--- src/rtl/fpu_pkg.sv ---
// Shared FPU constants and record types used by the unpack, divide, multiply and
// post-divide normalize/round blocks.
package fpu_pkg;

  localparam int unsigned MANT_W = 23;
  localparam int unsigned EXP_W  = 8;
  localparam int unsigned BIAS   = (32'd1 << (EXP_W - 32'd1)) - 32'd1;

  // Normalized quotient waiting for rounding; exponent is wide enough never to wrap
  typedef struct packed {
    logic                sign;
    logic [EXP_W+1:0]    exp;
    logic [MANT_W-1:0]   frac;
    logic                g;
    logic                s;
    logic                zero;
  } s1_rec_t;

  typedef struct packed {
    logic overflow;
    logic underflow;
    logic inexact;
  } flags_t;

endpackage

--- src/rtl/fpu_div_normalize_round_if.sv ---
// Upstream operand offer and downstream result channels of the post-divide stage.
interface fpu_div_normalize_round_if #(
  parameter int unsigned MANT_W = fpu_pkg::MANT_W,
  parameter int unsigned EXP_W  = fpu_pkg::EXP_W
);

  logic              in_valid;
  logic              in_ready;
  logic              in_sign;
  logic [EXP_W+1:0]  in_exp;
  logic [MANT_W+2:0] in_quot;
  logic              in_rem_nz;
  logic              in_zero;

  logic              out_valid;
  logic              out_ready;
  logic              out_sign;
  logic [EXP_W-1:0]  out_exp;
  logic [MANT_W-1:0] out_frac;
  logic              out_overflow;
  logic              out_underflow;
  logic              out_inexact;

  modport master (
    output in_valid, in_sign, in_exp, in_quot, in_rem_nz, in_zero, out_ready,
    input  in_ready, out_valid, out_sign, out_exp, out_frac,
           out_overflow, out_underflow, out_inexact
  );

  modport slave (
    input  in_valid, in_sign, in_exp, in_quot, in_rem_nz, in_zero, out_ready,
    output in_ready, out_valid, out_sign, out_exp, out_frac,
           out_overflow, out_underflow, out_inexact
  );

endinterface

--- src/rtl/fpu_round_rne.sv ---
// Round-to-nearest-even of a fraction with guard/sticky bits; a carry out of the
// fraction bumps the exponent. Shared by the divide and multiply paths.
module fpu_round_rne #(
  parameter int unsigned MANT_W = 23,
  parameter int unsigned EXP_W  = 8
) (
  input  logic [MANT_W-1:0] frac_i,
  input  logic              g_i,
  input  logic              s_i,
  input  logic [EXP_W+1:0]  exp_i,
  output logic [MANT_W-1:0] frac_o,
  output logic [EXP_W+1:0]  exp_o
);

  logic inc_c;
  logic carry_c;

  // On carry the wrapped fraction is already zero, i.e. 1.000.. at exponent+1
  always_comb begin
    inc_c             = g_i & (s_i | frac_i[0]);
    {carry_c, frac_o} = {1'b0, frac_i} + (MANT_W+1)'(inc_c);
    exp_o             = carry_c ? exp_i + (EXP_W+2)'(1) : exp_i;
  end

endmodule

--- src/rtl/fpu_div_normalize_round.sv ---
// Post-divide stage: normalizes the raw quotient, rounds to nearest-even and
// saturates/flushes out-of-range exponents. Two pipeline stages, one result per cycle.
module fpu_div_normalize_round #(
  parameter int unsigned MANT_W = fpu_pkg::MANT_W,
  parameter int unsigned EXP_W  = fpu_pkg::EXP_W
) (
  input  logic                            clk,
  input  logic                            arst_n,
  fpu_div_normalize_round_if.slave        bus
);

  import fpu_pkg::flags_t;

  localparam int unsigned      QW   = MANT_W + 3;
  localparam int unsigned      EW   = EXP_W + 2;
  localparam logic [EW-1:0]    EMAX = EW'((1 << EXP_W) - 1);

  typedef struct packed {
    logic              sign;
    logic [EW-1:0]     exp;
    logic [MANT_W-1:0] frac;
    logic              g;
    logic              s;
    logic              zero;
  } s1_t;

  logic              s2_en_c;
  logic [QW-2:0]     norm_c;
  logic [EW-1:0]     e1_c;
  logic [MANT_W-1:0] frac_r_c;
  logic [EW-1:0]     e2_c;

  s1_t               s1_d, s1_q;
  logic              s1_valid_d, s1_valid_q;
  logic              out_valid_d, out_valid_q;
  logic              out_sign_d, out_sign_q;
  logic [EXP_W-1:0]  out_exp_d, out_exp_q;
  logic [MANT_W-1:0] out_frac_d, out_frac_q;
  flags_t            flags_d, flags_q;

  // Output stage can take new data when empty or being drained this cycle
  assign s2_en_c      = !out_valid_q | bus.out_ready;
  assign bus.in_ready = !s1_valid_q | s2_en_c;

  // Quotient in [0.5,1) is shifted up one place; the hidden bit is dropped here
  always_comb begin
    norm_c = bus.in_quot[QW-2:0];
    e1_c   = bus.in_exp;
    if (!bus.in_quot[QW-1]) begin
      norm_c = {bus.in_quot[QW-3:0], 1'b0};
      e1_c   = bus.in_exp - EW'(1);
    end
  end

  always_comb begin
    s1_d       = s1_q;
    s1_valid_d = s1_valid_q;
    if (bus.in_ready) begin
      s1_valid_d = bus.in_valid;
      if (bus.in_valid) begin
        s1_d.sign = bus.in_sign;
        s1_d.exp  = e1_c;
        s1_d.frac = norm_c[QW-2:2];
        s1_d.g    = norm_c[1];
        s1_d.s    = norm_c[0] | bus.in_rem_nz;
        s1_d.zero = bus.in_zero;
      end
    end
  end

  fpu_round_rne #(
    .MANT_W (MANT_W),
    .EXP_W  (EXP_W)
  ) u_round (
    .frac_i (s1_q.frac),
    .g_i    (s1_q.g),
    .s_i    (s1_q.s),
    .exp_i  (s1_q.exp),
    .frac_o (frac_r_c),
    .exp_o  (e2_c)
  );

  // Result select: zero, then overflow, then underflow flush, then normal
  always_comb begin
    out_valid_d = out_valid_q;
    out_sign_d  = out_sign_q;
    out_exp_d   = out_exp_q;
    out_frac_d  = out_frac_q;
    flags_d     = flags_q;
    if (s2_en_c) begin
      out_valid_d = s1_valid_q;
      if (s1_valid_q) begin
        out_sign_d = s1_q.sign;
        flags_d    = '0;
        if (s1_q.zero) begin
          out_exp_d  = '0;
          out_frac_d = '0;
        end else if (!e2_c[EW-1] && (e2_c >= EMAX)) begin
          out_exp_d        = '1;
          out_frac_d       = '0;
          flags_d.overflow = 1'b1;
          flags_d.inexact  = 1'b1;
        end else if (e2_c[EW-1] || (e2_c == '0)) begin
          out_exp_d         = '0;
          out_frac_d        = '0;
          flags_d.underflow = 1'b1;
          flags_d.inexact   = 1'b1;
        end else begin
          out_exp_d       = e2_c[EXP_W-1:0];
          out_frac_d      = frac_r_c;
          flags_d.inexact = s1_q.g | s1_q.s;
        end
      end
    end
  end

  always_ff @(posedge clk or negedge arst_n) begin
    if (!arst_n) begin
      s1_valid_q  <= 1'b0;
      s1_q        <= '0;
      out_valid_q <= 1'b0;
      out_sign_q  <= 1'b0;
      out_exp_q   <= '0;
      out_frac_q  <= '0;
      flags_q     <= '0;
    end else begin
      s1_valid_q  <= s1_valid_d;
      s1_q        <= s1_d;
      out_valid_q <= out_valid_d;
      out_sign_q  <= out_sign_d;
      out_exp_q   <= out_exp_d;
      out_frac_q  <= out_frac_d;
      flags_q     <= flags_d;
    end
  end

  assign bus.out_valid     = out_valid_q;
  assign bus.out_sign      = out_sign_q;
  assign bus.out_exp       = out_exp_q;
  assign bus.out_frac      = out_frac_q;
  assign bus.out_overflow  = flags_q.overflow;
  assign bus.out_underflow = flags_q.underflow;
  assign bus.out_inexact   = flags_q.inexact;

endmodule

--- src/flat_wrapper.sv ---
// flat-port wrapper written by rule: the top's interface ports become plain ports
module fpu_div_normalize_round_flat import fpu_pkg::flags_t;
#(
  parameter int unsigned MANT_W = fpu_pkg::MANT_W,
  parameter int unsigned EXP_W  = fpu_pkg::EXP_W
)
  (clk, arst_n, bus_in_valid, bus_in_sign, bus_in_exp, bus_in_quot, bus_in_rem_nz, bus_in_zero, bus_out_ready, bus_in_ready, bus_out_valid, bus_out_sign, bus_out_exp, bus_out_frac, bus_out_overflow, bus_out_underflow, bus_out_inexact);
  fpu_div_normalize_round_if #(.MANT_W(MANT_W), .EXP_W(EXP_W)) bus_i ();
  input  logic clk;
  input  logic arst_n;
  input wire logic [$bits(bus_i.in_valid)-1:0] bus_in_valid;
  input wire logic [$bits(bus_i.in_sign)-1:0] bus_in_sign;
  input wire logic [$bits(bus_i.in_exp)-1:0] bus_in_exp;
  input wire logic [$bits(bus_i.in_quot)-1:0] bus_in_quot;
  input wire logic [$bits(bus_i.in_rem_nz)-1:0] bus_in_rem_nz;
  input wire logic [$bits(bus_i.in_zero)-1:0] bus_in_zero;
  input wire logic [$bits(bus_i.out_ready)-1:0] bus_out_ready;
  output wire logic [$bits(bus_i.in_ready)-1:0] bus_in_ready;
  output wire logic [$bits(bus_i.out_valid)-1:0] bus_out_valid;
  output wire logic [$bits(bus_i.out_sign)-1:0] bus_out_sign;
  output wire logic [$bits(bus_i.out_exp)-1:0] bus_out_exp;
  output wire logic [$bits(bus_i.out_frac)-1:0] bus_out_frac;
  output wire logic [$bits(bus_i.out_overflow)-1:0] bus_out_overflow;
  output wire logic [$bits(bus_i.out_underflow)-1:0] bus_out_underflow;
  output wire logic [$bits(bus_i.out_inexact)-1:0] bus_out_inexact;
  assign bus_i.in_valid = bus_in_valid;
  assign bus_i.in_sign = bus_in_sign;
  assign bus_i.in_exp = bus_in_exp;
  assign bus_i.in_quot = bus_in_quot;
  assign bus_i.in_rem_nz = bus_in_rem_nz;
  assign bus_i.in_zero = bus_in_zero;
  assign bus_i.out_ready = bus_out_ready;
  assign bus_in_ready = bus_i.in_ready;
  assign bus_out_valid = bus_i.out_valid;
  assign bus_out_sign = bus_i.out_sign;
  assign bus_out_exp = bus_i.out_exp;
  assign bus_out_frac = bus_i.out_frac;
  assign bus_out_overflow = bus_i.out_overflow;
  assign bus_out_underflow = bus_i.out_underflow;
  assign bus_out_inexact = bus_i.out_inexact;
  fpu_div_normalize_round #(.MANT_W(MANT_W), .EXP_W(EXP_W)) u_core (.clk(clk), .arst_n(arst_n), .bus(bus_i));
endmodule
--- config.mk ---
export PLATFORM = sky130hd
export DESIGN_NAME = fpu_div_normalize_round_flat
export DESIGN_NICKNAME = d
export VERILOG_FILES = /design/src/rtl/fpu_pkg.sv /design/src/rtl/fpu_div_normalize_round_if.sv /design/src/rtl/fpu_round_rne.sv /design/src/rtl/fpu_div_normalize_round.sv /design/src/flat_wrapper.sv
export SDC_FILE = /design/constraint.sdc
export NUM_CORES = 1
export LEC_CHECK = 0
export ABC_AREA = 1
export BUFFER_PORTS_ARGS = -buffer_cell sky130_fd_sc_hd__buf_2
export CAP_MARGIN = 5
export CELL_PAD_IN_SITES_DETAIL_PLACEMENT = 0
export CELL_PAD_IN_SITES_GLOBAL_PLACEMENT = 1
export CORE_ASPECT_RATIO = 0.8
export CORE_UTILIZATION = 27
export DETAILED_ROUTE_END_ITERATION = 8
export PLACE_DENSITY = 0.61
export SLEW_MARGIN = 5
export SYNTH_ARGS = -nofsm -noshare
export SYNTH_HDL_FRONTEND = slang
export SYNTH_SLANG_ARGS = --single-unit
export TNS_END_PERCENT = 5
--- constraint.sdc ---
create_clock -name clk -period 4.88 [get_ports clk]
set_clock_uncertainty 0.1 [all_clocks]
set_input_delay 0.976 -clock clk [delete_from_list [all_inputs] [get_ports clk]]
set_output_delay 0.976 -clock clk [all_outputs]
set_load 0.01 [all_outputs]
* Word level (Yosys, flattened, before mapping)
Cells that the tools add are included.
W data, S select, Z words.
** Storage, ports and cells
- Logic and storage cells :: 47
- Register bits after elaboration :: 74
- Input port bits :: 43
** Cells by class
- Bitwise operators :: 6
- Magnitude comparators :: 1
- $add $sub $neg :: 3
- Reduce and logical (&&, ||, !) cells :: 8
- Muxes and demuxes :: 15
** Operators by type and width (count)
- $mux W23 :: 3
- $mux W25 :: 1
- $add A23 B1 Y24 :: 1
- $mux W8 :: 3
- $mux W10 :: 2
- $add A10 B1 Y10 const B :: 1
- $ge A10 B8 Y1 const B :: 1
- $logic_not A10 Y1 :: 1
- $sub A10 B1 Y10 const B :: 1
- $mux W1 :: 5
- $or A1 B1 Y1 :: 5
- $reduce_and A2 Y1 :: 2
- $logic_not A1 Y1 :: 3
- $mux W3 :: 1
- $and A1 B1 Y1 :: 1
- $logic_and A1 B1 Y1 :: 1
- $logic_or A1 B1 Y1 :: 1

* Logic depth before layout (Yosys ltp)
- Depth after elaboration :: 9
- Gate-level depth with buffers :: 16
- Gate-level depth less buffers :: 14

* By module
From an unflattened synthesis, not the netlist that was laid out.
** Second synthesis, totals
- Cell total of the unflattened synthesis :: 603
- Area, all modules :: 4459.3 um^2
** By module, submodules not included
- fpu_div_normalize_round :: area each 3439.5 um^2, cells each 405, seq. area each 1851.8 um^2, times used 1
- fpu_round_rne :: area each 1019.7 um^2, cells each 198, seq. area each 0.0 um^2, times used 1

* Worst setup path before layout
OpenSTA, ideal clock, no wires.
- Kind :: input -> register
- From :: input bus_out_ready
- To :: register u_core.out_frac_q[12], in the netlist u_core.bus.out_frac[12]
- Stages :: 9
- Data arrival time :: 2.284 ns
- Slack :: 2.430 ns
- Library setup time :: 0.066 ns
- Buffers on the path :: 1
- Path through :: inv_1 nand2_1 nand2_1 nor2_1 inv_1 clkbuf_1 a211oi_1 nand3_2 nand2_1
** On the way
- Longest elaborated chain between the ends :: 2
** Ends and longest elaborated chain
- start: declaration :: RTL line flat_wrapper.sv:17 : input wire logic [$bits(bus_i.out_ready)-1:0] bus_out_ready;
- $or A1 B1 Y1 :: RTL line fpu_div_normalize_round.sv:42 : assign s2_en_c = !out_valid_q | bus.out_ready;
- $reduce_and A2 Y1 (no source line)
- end signal: assignment :: RTL line fpu_div_normalize_round.sv:132 : out_frac_q <= out_frac_d;
- end: declaration :: RTL line fpu_div_normalize_round.sv:38 : logic [MANT_W-1:0] out_frac_d, out_frac_q;
Every way passes these cells.
A chain may end at the register's enable or synchronous reset.

* Worst setup path in the final report
- From :: input bus_out_ready
- To :: register u_core.out_exp_q[0], in the netlist u_core.bus.out_exp[0]
** On the way
- Longest elaborated chain between the ends :: 2
** Ends and longest elaborated chain
- $or A1 B1 Y1 :: RTL line fpu_div_normalize_round.sv:42
- $reduce_and A2 Y1 (no source line)
- end signal: assignment :: RTL line fpu_div_normalize_round.sv:131 : out_exp_q <= out_exp_d;
- end: declaration :: RTL line fpu_div_normalize_round.sv:37 : logic [EXP_W-1:0] out_exp_d, out_exp_q;
Every way passes these cells.

==> reports/results.tsv <==
stage	metric	value	unit
status	status	finished clean	
clock_network	Worst-path clk slew	0.05	ns
floorplanning	Ports	80	
floorplanning	Die Y	116.2	um
grt	largest net degree at the start of global routing	56	
grt	gr usage total	16.09	%
yosys	count of cell types in the netlist	37	
placed_design	Placer Congestion	0.8354	
hold_path	worst hold path class	reg -> reg	
cells_and_area	# fillers	1732	
yosys	Syn Inst Count	595	
floorplanning	Die Area	16830	sq um
timing	period utilisation layout	56.91	%
timing	Worst-Margin Slew	1.044	ns
cells_and_area	layout cell share with drive strength beyond 1	19.76	%
grt	initial antenna violation count	0	
grt	final global-route overflow total	0	
clock_network	CTS tree	built	
yosys	Synth Warn #	0	
timing	Slew HR	30.38	%
clock_network	number of hold buffers added after cts	0	
clock_network	clk sinks	74	
clock_network	root buffer cell	clkbuf_16	
run	max_cap viols	0	
worst_setup_path	critical path arrival	2.95	ns
floorplanning	std cell rows	41	
timing	max-slew violations	0	
yosys	average size of a mapped cell	7.402	sq um
floorplanning	die width	144.8	um
pwr	leakage power	0.002648	uW
worst_setup_path	Critical Path Start Type	input pin	
timing	RSZ-0062 raised after global routing	false	
timing	max frequency	360.1	MHz
clock_network	total setup buffers inserted after CTS	0	
clock_network	Max clock buf depth	2	
yosys	Mapped Area	4404	sq um
worst_setup_path	Setup crit end kind	flop	
route	antenna viol nets, final	0	
yosys	Mapped Nets	641	
route	vias	3976	
cells_and_area	# nets final	710	
clock_network	worst-skew pair later-pin latency	0.34	ns
clock_network	CTS buffer count	9	
worst_setup_path	CP max FO	37	
timing	setup tns final	0	ns
grt	first-pass GRT wire length	20380	um
cells_and_area	commonest cells after routing, fill and taps aside	nand2_1, buf_2, dfrtp_1	
placed_design	hpwl dp	9599	um
cells_and_area	most common cell after layout, fill and taps aside	nand2_1	
cells_and_area	Register Area	1852	sq um
route	number of DRC markers in iteration 0	205	
route	DRC Markers	0	
placed_design	dpl ws	1.741	ns
clock_network	Post-CTS Resized	0	
timing	final setup fails	0	
yosys	#FFs+latches synth	74	
cells_and_area	diodes inserted	0	
grt	vias in the first global route	3789	
pwr	Peak VDD IR	0.0001588	V
timing	Final WS setup	2.103	ns
route	TritonRoute pass-1 iters	4	
route	final WL	12490	um
timing	Tmin final	2.777	ns
worst_setup_path	Crit Path Class	in -> reg	
timing	Fin. Hold Viols	0	
pwr	power per cell area	393.8	nW/um^2
cells_and_area	footprint of the multi-input gates	2262	sq um
timing	Min Hold Slack	0.3767	ns
route	DR vias/cell	4.503	
worst_setup_path	Critical Path RT	5.05	ns
route	WL/cell	14.14	um
cells_and_area	area delta synth->final	19.29	%
clock_network	H-tree depth	3	
floorplanning	area of the core	15850	sq um
placed_design	Port Buffers	79	
floorplanning	Starting Density	27.78	%
yosys	sequential fraction of the synthesis area	42.05	%
==> final timing paths <==
kind                                          from                       to  cells past startpoint  slack [ns]
hold reg to reg            u_core.bus.out_frac[17]  u_core.bus.out_frac[17]                      2        0.38
hold / removal             u_core.bus.out_frac[17]  u_core.bus.out_frac[17]                      2        0.38
max in group asynchronous                   arst_n  u_core.bus.out_frac[14]                      2        2.98
min in group asynchronous                   arst_n           u_core.s1_q[4]                      1        0.73
setup reg to reg                   u_core.s1_q[12]   u_core.bus.out_frac[3]                     12        2.20
setup / recovery                     bus_out_ready    u_core.bus.out_exp[0]                     10        2.10
==> routing by layer <==
layer	vias up	part of all wire (%)	GRT usage [%]
li1	2071	-	-
met1	1809	58	25.64
met2	89	37	20.64
met3	7	4.6	3.649
met4	0	0.66	5.053
met5	-	0	0
==> through the flow <==
step	utilization [%]	power [uW]	cells	area, sq um
finish	33.14	2069	883	5254
global route	33.14	2218	883	5254
CTS	33.14	2097	883	5254
detailed placement	31.34	1434	868	4967
global placement	31.34	1430	868	4967
floorplan	-	1213	595	4404
==> power breakdown <==
group	leakage (uW)	internal, uW	switching (uW)
registers	0.000912	739	124
clock network	0.000142	405	244
logic	0.00159	203	353
total	0.00265	1350	721
==> final cells by class <==
cell class                      instances  share of cell area (%)
Clock buffer                           12                   4.692
Clock inverter                          3                  0.7621
Inverter                               46                   3.310
Multi-Input combinational cell        452                   43.06
Sequential cell                        74                   35.25
Tap cell                              215                   5.120
Timing Repair Buffer                   81                   7.811
==> Yosys cell counts <==
master,number,area share (%)
nand2_1,194,17
dfrtp_1,74,42
nor2_1,69,5.9
inv_1,41,3.5
nand3_1,40,4.5
a31oi_1,25,3.6
o21ai_0,18,2.0
clkbuf_1,16,1.4
nor3_1,14,1.6
xor2_1,12,2.4
nand3_2,11,2.5
nand4_1,11,1.6
a21oi_1,8,0.91
nand2_2,8,1.1
xnor2_1,8,1.6
nor2_4,5,1.3
a22oi_1,4,0.68
buf_6,4,1.0
nor2_2,4,0.57
buf_1,3,0.26
ha_1,3,0.85
inv_2,3,0.26
nand3b_1,3,0.51
a211oi_1,2,0.34
nand2_4,2,0.51
nor4_1,2,0.28
a21oi_4,1,0.37
clkinv_1,1,0.085
clkinv_2,1,0.11
mux2_2,1,0.26
nor2_8,1,0.45
nor3b_1,1,0.17
o211ai_1,1,0.17
o21ai_2,1,0.20
o21bai_1,1,0.17
o22ai_1,1,0.14
o31ai_1,1,0.17
==> worst max-delay path, stage by stage <==
cell and delay, ns:
buf_2 0.07, inv_1 0.04, nand2_1 0.07, nand2_1 0.05, buf_4 0.25, nor2_1 0.47, inv_1 0.44, nor2_2 0.35
nand3_1 0.13, nand3_1 0.09
==> sequential cells by signal, summed over array words and instances, names as in the netlist <==
| name | count |
|---|---|
| u_core.bus.out_exp | 8 |
| u_core.bus.out_frac | 23 |
| u_core.bus.out_inexact | 1 |
| u_core.bus.out_overflow | 1 |
| u_core.bus.out_sign | 1 |
| u_core.bus.out_underflow | 1 |
| u_core.bus.out_valid | 1 |
| u_core.s1_q | 37 |
| u_core.s1_valid_q | 1 |
==> cells by family (layout without fill, tap and decap cells) <==
| logic type | Yosys count | in the layout | share of synthesized area [%] |
|---|---|---|---|
| AO/OA/AOI/OAI | 63 | 63 | 8.750 |
| XOR/XNOR | 20 | 20 | 3.977 |
| adder cells (fa/ha/maj) | 3 | 3 | 0.8524 |
| buffers and inverters | 69 | 142 | 6.591 |
| flip-flops | 74 | 74 | 42.05 |
| multiplexers | 1 | 1 | 0.2557 |
| AND/OR/NAND/NOR | 365 | 365 | 37.53 |
Power figures use the tool's default switching activity.
